## src/rtl/vram_arbiter.sv

```systemverilog
// Shared-VRAM arbiter: video owns ce2H slots when enabled, and CPU/DMA share the
// remaining ce5 slots round-robin. Each access runs issue -> RAM -> capture -> ack.
module vram_arbiter #(
    parameter int AW = 16,
    parameter int DW = 8
) (
    input  logic          clk,
    input  logic          reset_n,
    input  logic          ce5,
    input  logic          ce2H,
    input  logic          vid_en,
    input  logic [AW-1:0] vid_addr,
    output logic [DW-1:0] vid_data,
    output logic          vid_valid,
    input  logic          cpu_req,
    input  logic          cpu_we,
    input  logic [AW-1:0] cpu_addr,
    input  logic [DW-1:0] cpu_wdata,
    output logic          cpu_ack,
    output logic [DW-1:0] cpu_rdata,
    input  logic          dma_req,
    input  logic          dma_we,
    input  logic [AW-1:0] dma_addr,
    input  logic [DW-1:0] dma_wdata,
    output logic          dma_ack,
    output logic [DW-1:0] dma_rdata,
    output logic          ram_en,
    output logic          ram_we,
    output logic [AW-1:0] ram_addr,
    output logic [DW-1:0] ram_wdata,
    input  logic [DW-1:0] ram_rdata
);

    localparam logic [1:0] OWN_NONE = 2'd0;
    localparam logic [1:0] OWN_VID  = 2'd3;

    // Requester index 0 = CPU, 1 = DMA; owner code is index + 1.
    logic [1:0]    req_vec;
    logic [1:0]    we_vec;
    logic [AW-1:0] addr_arr  [2];
    logic [DW-1:0] wdata_arr [2];
    logic [DW-1:0] rdata_arr [2];
    logic [1:0]    busy_vec;
    logic [1:0]    ack_vec;
    logic [1:0]    elig;
    logic [1:0]    grant;

    logic          vid_slot;
    logic          shared_slot;
    logic          last_dma_reg;

    logic [1:0]    issue_owner;
    logic          issue_we;
    logic [AW-1:0] issue_addr;
    logic [DW-1:0] issue_wdata;

    logic          ram_en_reg;
    logic          ram_we_reg;
    logic [AW-1:0] ram_addr_reg;
    logic [DW-1:0] ram_wdata_reg;
    logic [1:0]    p1_owner_reg;
    logic          p1_we_reg;
    logic [1:0]    p2_owner_reg;
    logic          p2_we_reg;
    logic          vid_valid_reg;
    logic [DW-1:0] vid_data_reg;

    assign req_vec      = {dma_req, cpu_req};
    assign we_vec       = {dma_we, cpu_we};
    assign addr_arr[0]  = cpu_addr;
    assign addr_arr[1]  = dma_addr;
    assign wdata_arr[0] = cpu_wdata;
    assign wdata_arr[1] = dma_wdata;

    assign vid_slot    = ce5 & ce2H & vid_en;
    assign shared_slot = ce5 & ~vid_slot;
    assign elig        = req_vec & ~busy_vec;

    // last_dma_reg=1 means DMA won the previous contest, so CPU goes next.
    assign grant[0] = shared_slot & elig[0] & (~elig[1] | last_dma_reg);
    assign grant[1] = shared_slot & elig[1] & (~elig[0] | ~last_dma_reg);

    always_comb begin
        issue_owner = OWN_NONE;
        issue_we    = 1'b0;
        issue_addr  = ram_addr_reg;
        issue_wdata = ram_wdata_reg;
        if (vid_slot) begin
            issue_owner = OWN_VID;
            issue_addr  = vid_addr;
        end else begin
            for (int i = 0; i < 2; i++) begin
                if (grant[i]) begin
                    issue_owner = 2'(i + 1);
                    issue_we    = we_vec[i];
                    issue_addr  = addr_arr[i];
                    issue_wdata = wdata_arr[i];
                end
            end
        end
    end

    always_ff @(posedge clk or negedge reset_n) begin
        if (!reset_n) begin
            ram_en_reg    <= 1'b0;
            ram_we_reg    <= 1'b0;
            ram_addr_reg  <= '0;
            ram_wdata_reg <= '0;
            p1_owner_reg  <= OWN_NONE;
            p1_we_reg     <= 1'b0;
            p2_owner_reg  <= OWN_NONE;
            p2_we_reg     <= 1'b0;
            last_dma_reg  <= 1'b1;
            vid_valid_reg <= 1'b0;
            vid_data_reg  <= '0;
        end else begin
            ram_en_reg    <= (issue_owner != OWN_NONE);
            ram_we_reg    <= issue_we;
            ram_addr_reg  <= issue_addr;
            ram_wdata_reg <= issue_wdata;
            p1_owner_reg  <= issue_owner;
            p1_we_reg     <= issue_we;
            p2_owner_reg  <= p1_owner_reg;
            p2_we_reg     <= p1_we_reg;
            if (|grant) begin
                last_dma_reg <= grant[1];
            end
            vid_valid_reg <= (p2_owner_reg == OWN_VID);
            if (p2_owner_reg == OWN_VID) begin
                vid_data_reg <= ram_rdata;
            end
        end
    end

    // Per-requester completion: busy spans grant..ack, rdata only moves on reads.
    generate
        for (genvar gi = 0; gi < 2; gi++) begin : g_req
            localparam logic [1:0] OWN_ID = 2'(gi + 1);
            logic          busy_reg;
            logic          ack_reg;
            logic [DW-1:0] rdata_reg;

            always_ff @(posedge clk or negedge reset_n) begin
                if (!reset_n) begin
                    busy_reg  <= 1'b0;
                    ack_reg   <= 1'b0;
                    rdata_reg <= '0;
                end else begin
                    ack_reg <= (p2_owner_reg == OWN_ID);
                    if ((p2_owner_reg == OWN_ID) && !p2_we_reg) begin
                        rdata_reg <= ram_rdata;
                    end
                    if (grant[gi]) begin
                        busy_reg <= 1'b1;
                    end else if (ack_reg) begin
                        busy_reg <= 1'b0;
                    end
                end
            end

            assign busy_vec[gi]  = busy_reg;
            assign ack_vec[gi]   = ack_reg;
            assign rdata_arr[gi] = rdata_reg;
        end
    endgenerate

    assign ram_en    = ram_en_reg;
    assign ram_we    = ram_we_reg;
    assign ram_addr  = ram_addr_reg;
    assign ram_wdata = ram_wdata_reg;
    assign vid_valid = vid_valid_reg;
    assign vid_data  = vid_data_reg;
    assign cpu_ack   = ack_vec[0];
    assign dma_ack   = ack_vec[1];
    assign cpu_rdata = rdata_arr[0];
    assign dma_rdata = rdata_arr[1];

endmodule

```

## config.mk

```make
export PLATFORM = sky130hd
export DESIGN_NAME = vram_arbiter
export DESIGN_NICKNAME = d
export VERILOG_FILES = /design/src/rtl/vram_arbiter.sv
export SDC_FILE = /design/constraint.sdc
export NUM_CORES = 1
export LEC_CHECK = 0
export ABC_CLOCK_PERIOD_IN_PS = 3200
export CORE_ASPECT_RATIO = 0.8
export CORE_MARGIN = 2
export CORE_UTILIZATION = 44
export DETAILED_ROUTE_END_ITERATION = 10
export GPL_ROUTABILITY_DRIVEN = 1
export PLACE_DENSITY = 0.92
export SYNTH_ARGS = -nofsm -noshare
export SYNTH_HDL_FRONTEND = slang
export SYNTH_SLANG_ARGS = --single-unit
export TNS_END_PERCENT = 5
```

## constraint.sdc

```tcl
create_clock -name clk -period 3.2 [get_ports clk]
set_input_delay 0.64 -clock clk [delete_from_list [all_inputs] [get_ports clk]]
set_output_delay 0.64 -clock clk [all_outputs]
set_load 0.05 [all_outputs]
```

==> reports/qor.yml, run 1 <==
final_layout:
  syn2layout_area_growth_pct: 56.9
  mostFrequentLayoutCell: "clkdlybuf4s50_1"
  fill_cells: 426
  largest_reg_flops: 16
  drive_gt1_frac: 0.165
  fin_util: 0.721
  final_cell_mix: "132 x clkdlybuf4s50_1, 60 x dfrtp_1, 29 x nand2_1, 23 x o2bb2ai_1, 19 x mux2_2"
  diodes: 0
  design_area_mm2: 0.00431
  fin_nets: 434
setup_path:
  rr_worst_depth: 4
  cp-end-kind: "register"
  rr_endpoint: "ram_addr[4]"
  cp_cell_sequence: "clkdlybuf4s50_1 -> nor2b_1 -> a31o_1 -> nor2_1 -> o2bb2ai_1"
  cp.depth: 5
  cp.required_ns: 3.46
  cp-start-kind: "input port"
  cp.arrival_ns: 2.77
  reg2reg_slack_ns: 1.10
  path_class: "input port to register"
  worstSetupEndpoint: "ram_addr[4]"
  startpoint: "dma_req"
  worstReg2RegStart: "g_req[1].busy_reg"
  crit_path_max_fanout: 17
  cp_num_buf_inv: 1
  worst_path_max_delay_cell: "a31o_1"
  cp_top_family: "compound AO/OA/AOI/OAI gates"
  max_stage_delay_ns: 1.00
pwr:
  switching_share: 0.456
  vdd_drop_max_mv: 0.815
  pwr-share-clk: 0.156
  p_seq_frac: 0.299
  intPower_w: 0.00235
  p_leak_nw: 1.77
  p_per_area_mw_per_mm2: 1000
  power_switching_w: 0.00197
  p_comb_frac: 0.545
timing:
  maxSlewViolCount: 0
  period_share: 0.784
  hold_violations: 0
  skew_ns: 0.0138
  relSlewSlack: 0.199
  worst_pin_slew_ns: 1.20
  setup_viol: 0
  max_freq_mhz: 399
  fin_crit_ns: 2.51
  rsz0062_at_grt: "false"
  final.setup.tns_ns: 0
clocking:
  hold_buffers: 0
  cts_buffer_depth: 2
  htree_num_levels: 3
  worstSkewPairLatency_ns: 0.34
  cts_root_buf: "clkbuf_8"
  cts.sinks: 61
  clk_pin_slew_worst_paths_ns: 0.07
  post-cts-setup-buffer-count: 0
  cts_resized: 0
  numCtsBuffers: 9
  cts_tree: "built"
flow_run:
  drv_cap: 0
global_routing:
  grt_pass1_wl_um: 11100
  grt.overflow.total: 0
  antenna_found_initial: 0
  grt_pass1_vias: 2268
  grt_usage: 0.212
  grt_max_degree: 36
logic_synthesis:
  synthCells: 218
  synth_nets: 299
  synth-seq-area-share: 0.557
  synth_top_area_cell: "dfrtp_1"
  synth_top_area_frac: 0.547
  ys_seq_elements: 61
  yosys-top-cells-area: "dfrtp_1 55%, mux2_2 7.8%, o2bb2ai_1 7.3%, o2bb2ai_2 4.9%, nand2_1 4.0%"
  ys_warn_count: 0
  synth_area_mm2: 0.00275
  syn_avg_cell_area_um2: 12.6
  yosysUniqueCellTypes: 29
placement:
  gp_congestion: 0.813
  port_buffers: 133
  dp_hpwl_um: 5370
  dpl_cell_area_mm2: 0.00411
drt:
  ant_nets: 0
  drtIter0Drc: 83
  drc: 0
  vias: 2245
  routedWlPerCell_um: 16.4
  viasPerCell: 5.11
  routed_wl_um: 7210
  drt-pass1-iter-count: 4
floorplanning:
  dieArea_mm2: 0.00689
  die_h_um: 74.7
  coreArea_mm2: 0.00597
  ioPinCount: 134
  rows: 25
  start_util: 0.459
  die_w_um: 92.3
status:
  outcome: "complete, no violations"
worst_hold_path:
  hp-class: "input port to async pin"
-- routing by layer --
metal	vias up	share of wire	GRT usage
li1	1044	-	-
met1	1090	0.41	0.247
met2	100	0.50	0.370
met3	11	0.074	0.0791
met4	0	0.012	0.0713
met5	-	0	0
-- power by group through the flow --
stage,Clock (W),Sequential (W),Combinational (W)
floorplan,0,0.00232,0.000508
global placement,0,0.00128,0.00232
detailed placement,0,0.00130,0.00237
CTS,0.000689,0.00129,0.00237
global route,0.000721,0.00132,0.00244
finish,0.000674,0.00129,0.00235
-- worst min-delay path by stage --
| stage | from | endpoint | cells past startpoint |
|---|---|---|---|
| global placement | p1_owner_reg[0] | p2_owner_reg[0] | 0 |
| detailed placement | p1_owner_reg[1] | p2_owner_reg[1] | 0 |
| finish | reset_n | vid_data[5] | 2 |
| global route | reset_n | vid_valid | 2 |
| floorplan | p1_owner_reg[0] | p2_owner_reg[0] | 0 |
| CTS | reset_n | vid_valid | 2 |
-- logic make-up after synthesis --
logic type	count (synthesis)	synth area share
multiplexers	32	0.128
buffers and inverters	17	0.0378
flip-flops	61	0.557
AO/OA/AOI/OAI	50	0.162
AND/OR/NAND/NOR	58	0.116
-- Yosys cell counts (all sizes together) --
master and instances:
nand2 29, a2bb2oi 1, dfrtp 60, mux2 24, mux2i 8, a31o 1
and3 1, a21oi 1, clkbuf 2, nand3b 1, a21boi 2, nand2b 2
o2bb2ai 32, nand3 2, nor2 17, nor2b 6, buf 10, o22ai 1
dfstp 1, inv 5, o21ai 12
-- area by class of cell --
cell class	count	area, um^2	area share
clock inverter	4	47.5	0.0110
multi-input combinational	140	1120	0.259
inverter	5	18.8	0.00436
tap	81	101	0.0235
sequential	61	1530	0.355
clock buffer	12	145	0.0337
timing repair buffer	136	1350	0.313
-- metrics by stage --
step           std cells  power, W  hold WS, ns  worst slack, ns
2_1_floorplan        218   0.00283        0.331             1.57
3_3_place_gp         423   0.00360        0.339            0.541
3_5_place_dp         423   0.00367        0.335            0.347
4_1_cts              439   0.00436        0.310            0.695
5_1_grt              439   0.00449        0.324            0.583
6_report             439   0.00432        0.314            0.692
(Power assumes the default switching activity.)
==> inputs of run 2 (changes only) <==
--- a/config.mk
+++ b/config.mk
@@ -5,13 +5,13 @@
 export SDC_FILE = /design/constraint.sdc
 export NUM_CORES = 1
 export LEC_CHECK = 0
-export ABC_CLOCK_PERIOD_IN_PS = 3200
+export ABC_CLOCK_PERIOD_IN_PS = 2300
 export CORE_ASPECT_RATIO = 0.8
 export CORE_MARGIN = 2
-export CORE_UTILIZATION = 44
+export CORE_UTILIZATION = 37
 export DETAILED_ROUTE_END_ITERATION = 10
 export GPL_ROUTABILITY_DRIVEN = 1
-export PLACE_DENSITY = 0.92
+export PLACE_DENSITY = 0.83
 export SYNTH_ARGS = -nofsm -noshare
 export SYNTH_HDL_FRONTEND = slang
 export SYNTH_SLANG_ARGS = --single-unit
==> constraint.sdc (replaced) <==
create_clock -name clk -period 2.3 [get_ports clk]
set_input_delay 0.46 -clock clk [delete_from_list [all_inputs] [get_ports clk]]
set_output_delay 0.46 -clock clk [all_outputs]
set_load 0.05 [all_outputs]
==> run 2 against run 1 <==
Compared with the run above: clock skew decreased by 0.0086 ns; combinational power increased by 42%; cell area increased by 1.3%; sequential cell count unchanged; count of clock-buffer cells in the layout decreased by 1; worst setup slack got worse by 0.40 ns.
==> reports/qor.yml, run 2 (synthesized netlist as in run 1, its figures left out) <==
floorplanning:
  coreArea_mm2: 0.00729
  dieArea_mm2: 0.00813
  start_util: 0.377
  die_h_um: 81.0
  ioPinCount: 134
  die_w_um: 100
  rows: 28
status:
  outcome: "complete, no violations"
clocking:
  cts_buffer_depth: 2
  cts.sinks: 61
  clk_pin_slew_worst_paths_ns: 0.07
  post-cts-setup-buffer-count: 0
  cts_root_buf: "clkbuf_8"
  worstSkewPairLatency_ns: 0.34
  numCtsBuffers: 9
  htree_num_levels: 3
  cts_tree: "built"
worst_hold_path:
  hold_path.startpoint: "p1_owner_reg[1]"
  hold_path_depth: 0
  hp-class: "register to register"
  holdPathEnd: "p2_owner_reg[1]"
setup_path:
  rr_worst_depth: 4
  cp.arrival_ns: 1.55
  rr_endpoint: "ram_addr[9]"
  max_stage_delay_ns: 0.83
  cp_top_family: "buffers and inverters"
  cp-start-kind: "register"
  cp_num_buf_inv: 1
  cp-end-kind: "primary output"
  worst_path_max_delay_cell: "clkdlybuf4s50_1"
  path_class: "register to primary output"
  cp_cell_sequence: "clkdlybuf4s50_1"
  cp.required_ns: 1.84
  crit_path_max_fanout: 2
  worstReg2RegStart: "g_req[1].busy_reg"
  reg2reg_slack_ns: 0.68
timing:
  worst_pin_slew_ns: 0.558
  maxSlewViolCount: 0
  period_share: 0.874
  relSlewSlack: 0.627
  setup_viol: 0
  hold_slack_ns: 0.346
  rsz0062_at_grt: "false"
  max_freq_mhz: 498
  final.setup.tns_ns: 0
  hold_violations: 0
  skew_ns: 0.00517
  fin_crit_ns: 2.01
placement:
  gp_congestion: 0.836
  port_buffers: 133
  dp_hpwl_um: 5470
flow_run:
  drv_cap: 0
drt:
  drtIter0Drc: 65
  ant_nets: 0
  vias: 2224
  routed_wl_um: 7370
  viasPerCell: 4.89
  drt-pass1-iter-count: 4
  drc: 0
  routedWlPerCell_um: 16.2
pwr:
  intPower_w: 0.00317
  power_switching_w: 0.00275
  switching_share: 0.465
  p_seq_frac: 0.302
  p_leak_nw: 1.79
  vdd_drop_max_mv: 0.597
  p_comb_frac: 0.565
  pwr-share-clk: 0.133
  p_per_area_mw_per_mm2: 1360
final_layout:
  syn2layout_area_growth_pct: 59.0
  drive_gt1_frac: 0.178
  mostFrequentLayoutCell: "clkdlybuf4s50_1"
  diodes: 0
  final_cell_mix: "132 x clkdlybuf4s50_1, 60 x dfrtp_1, 29 x nand2_1, 23 x o2bb2ai_1, 19 x mux2_2"
  largest_reg_flops: 16
  fin_nets: 441
global_routing:
  grt_pass1_wl_um: 11600
  grt_usage: 0.189
  grt_max_degree: 33
  grt.overflow.total: 0
  grt_pass1_vias: 2321
  antenna_found_initial: 0
## run 2: cell count changes in the layout (fill, tap and decap cells not counted)
cell | before | now
clkinv_2 | 2 | 4
clkbuf_8 | 10 | 9
buf_4 | 3 | 7
buf_12 | 0 | 2
dlygate4sd3_1 | 0 | 1
bufinv_16 | 1 | 0
## run 2: layer usage
metal  wire length (um)  global-route usage
met1               3160               0.235
met3                346              0.0628
met5                  0                   0
met2               3750               0.309
met4                123              0.0740
## run 2: power by group through the flow
stage	Clock [W]	Sequential (W)	Combinational, W
floorplan	0	0.00322	0.000707
global placement	0	0.00179	0.00332
detailed placement	0	0.00180	0.00337
CTS	0.000818	0.00179	0.00338
global route	0.000871	0.00186	0.00349
finish	0.000788	0.00179	0.00334
## run 2: layout make-up
cell class                      count  area (um^2)
Tap cell                           90          113
Inverter                            5         18.8
Clock inverter                      5         27.5
Clock buffer                       11          131
Fill cell                         625         2920
Timing Repair Buffer              143         1430
Sequential cell                    61         1530
Multi-Input combinational cell    140         1120
## run 2: stage by stage
step	total power, W	utilization	cell area (um^2)	instances	setup WS (ns)
final	0.00592	0.599	4360	455	0.291
after detailed placement	0.00517	0.576	4200	438	0.147
after floorplan	0.00393	-	2750	218	0.848
after CTS	0.00599	0.599	4360	455	0.265
after global routing	0.00621	0.599	4360	455	0.234
after global placement	0.00510	0.576	4200	438	0.209
## run 2: worst max-delay path by stage
stage / start / to / slack [ns] / depth (start not counted)
final: ram_addr[13] / ram_addr[13] / 0.29 / 1
after floorplan: ce5 / ram_addr[6] / 0.85 / 7
after detailed placement: dma_req / ram_addr[13] / 0.15 / 5
after global routing: ram_addr[13] / ram_addr[13] / 0.23 / 1
after CTS: ram_addr[13] / ram_addr[13] / 0.27 / 1
after global placement: cpu_req / ram_wdata[3] / 0.21 / 6
## run 2: repair_timing
action,in CTS,in global routing
hold buffers,1,0
endpoints found under the hold margin,5,0
resized for setup,0,0
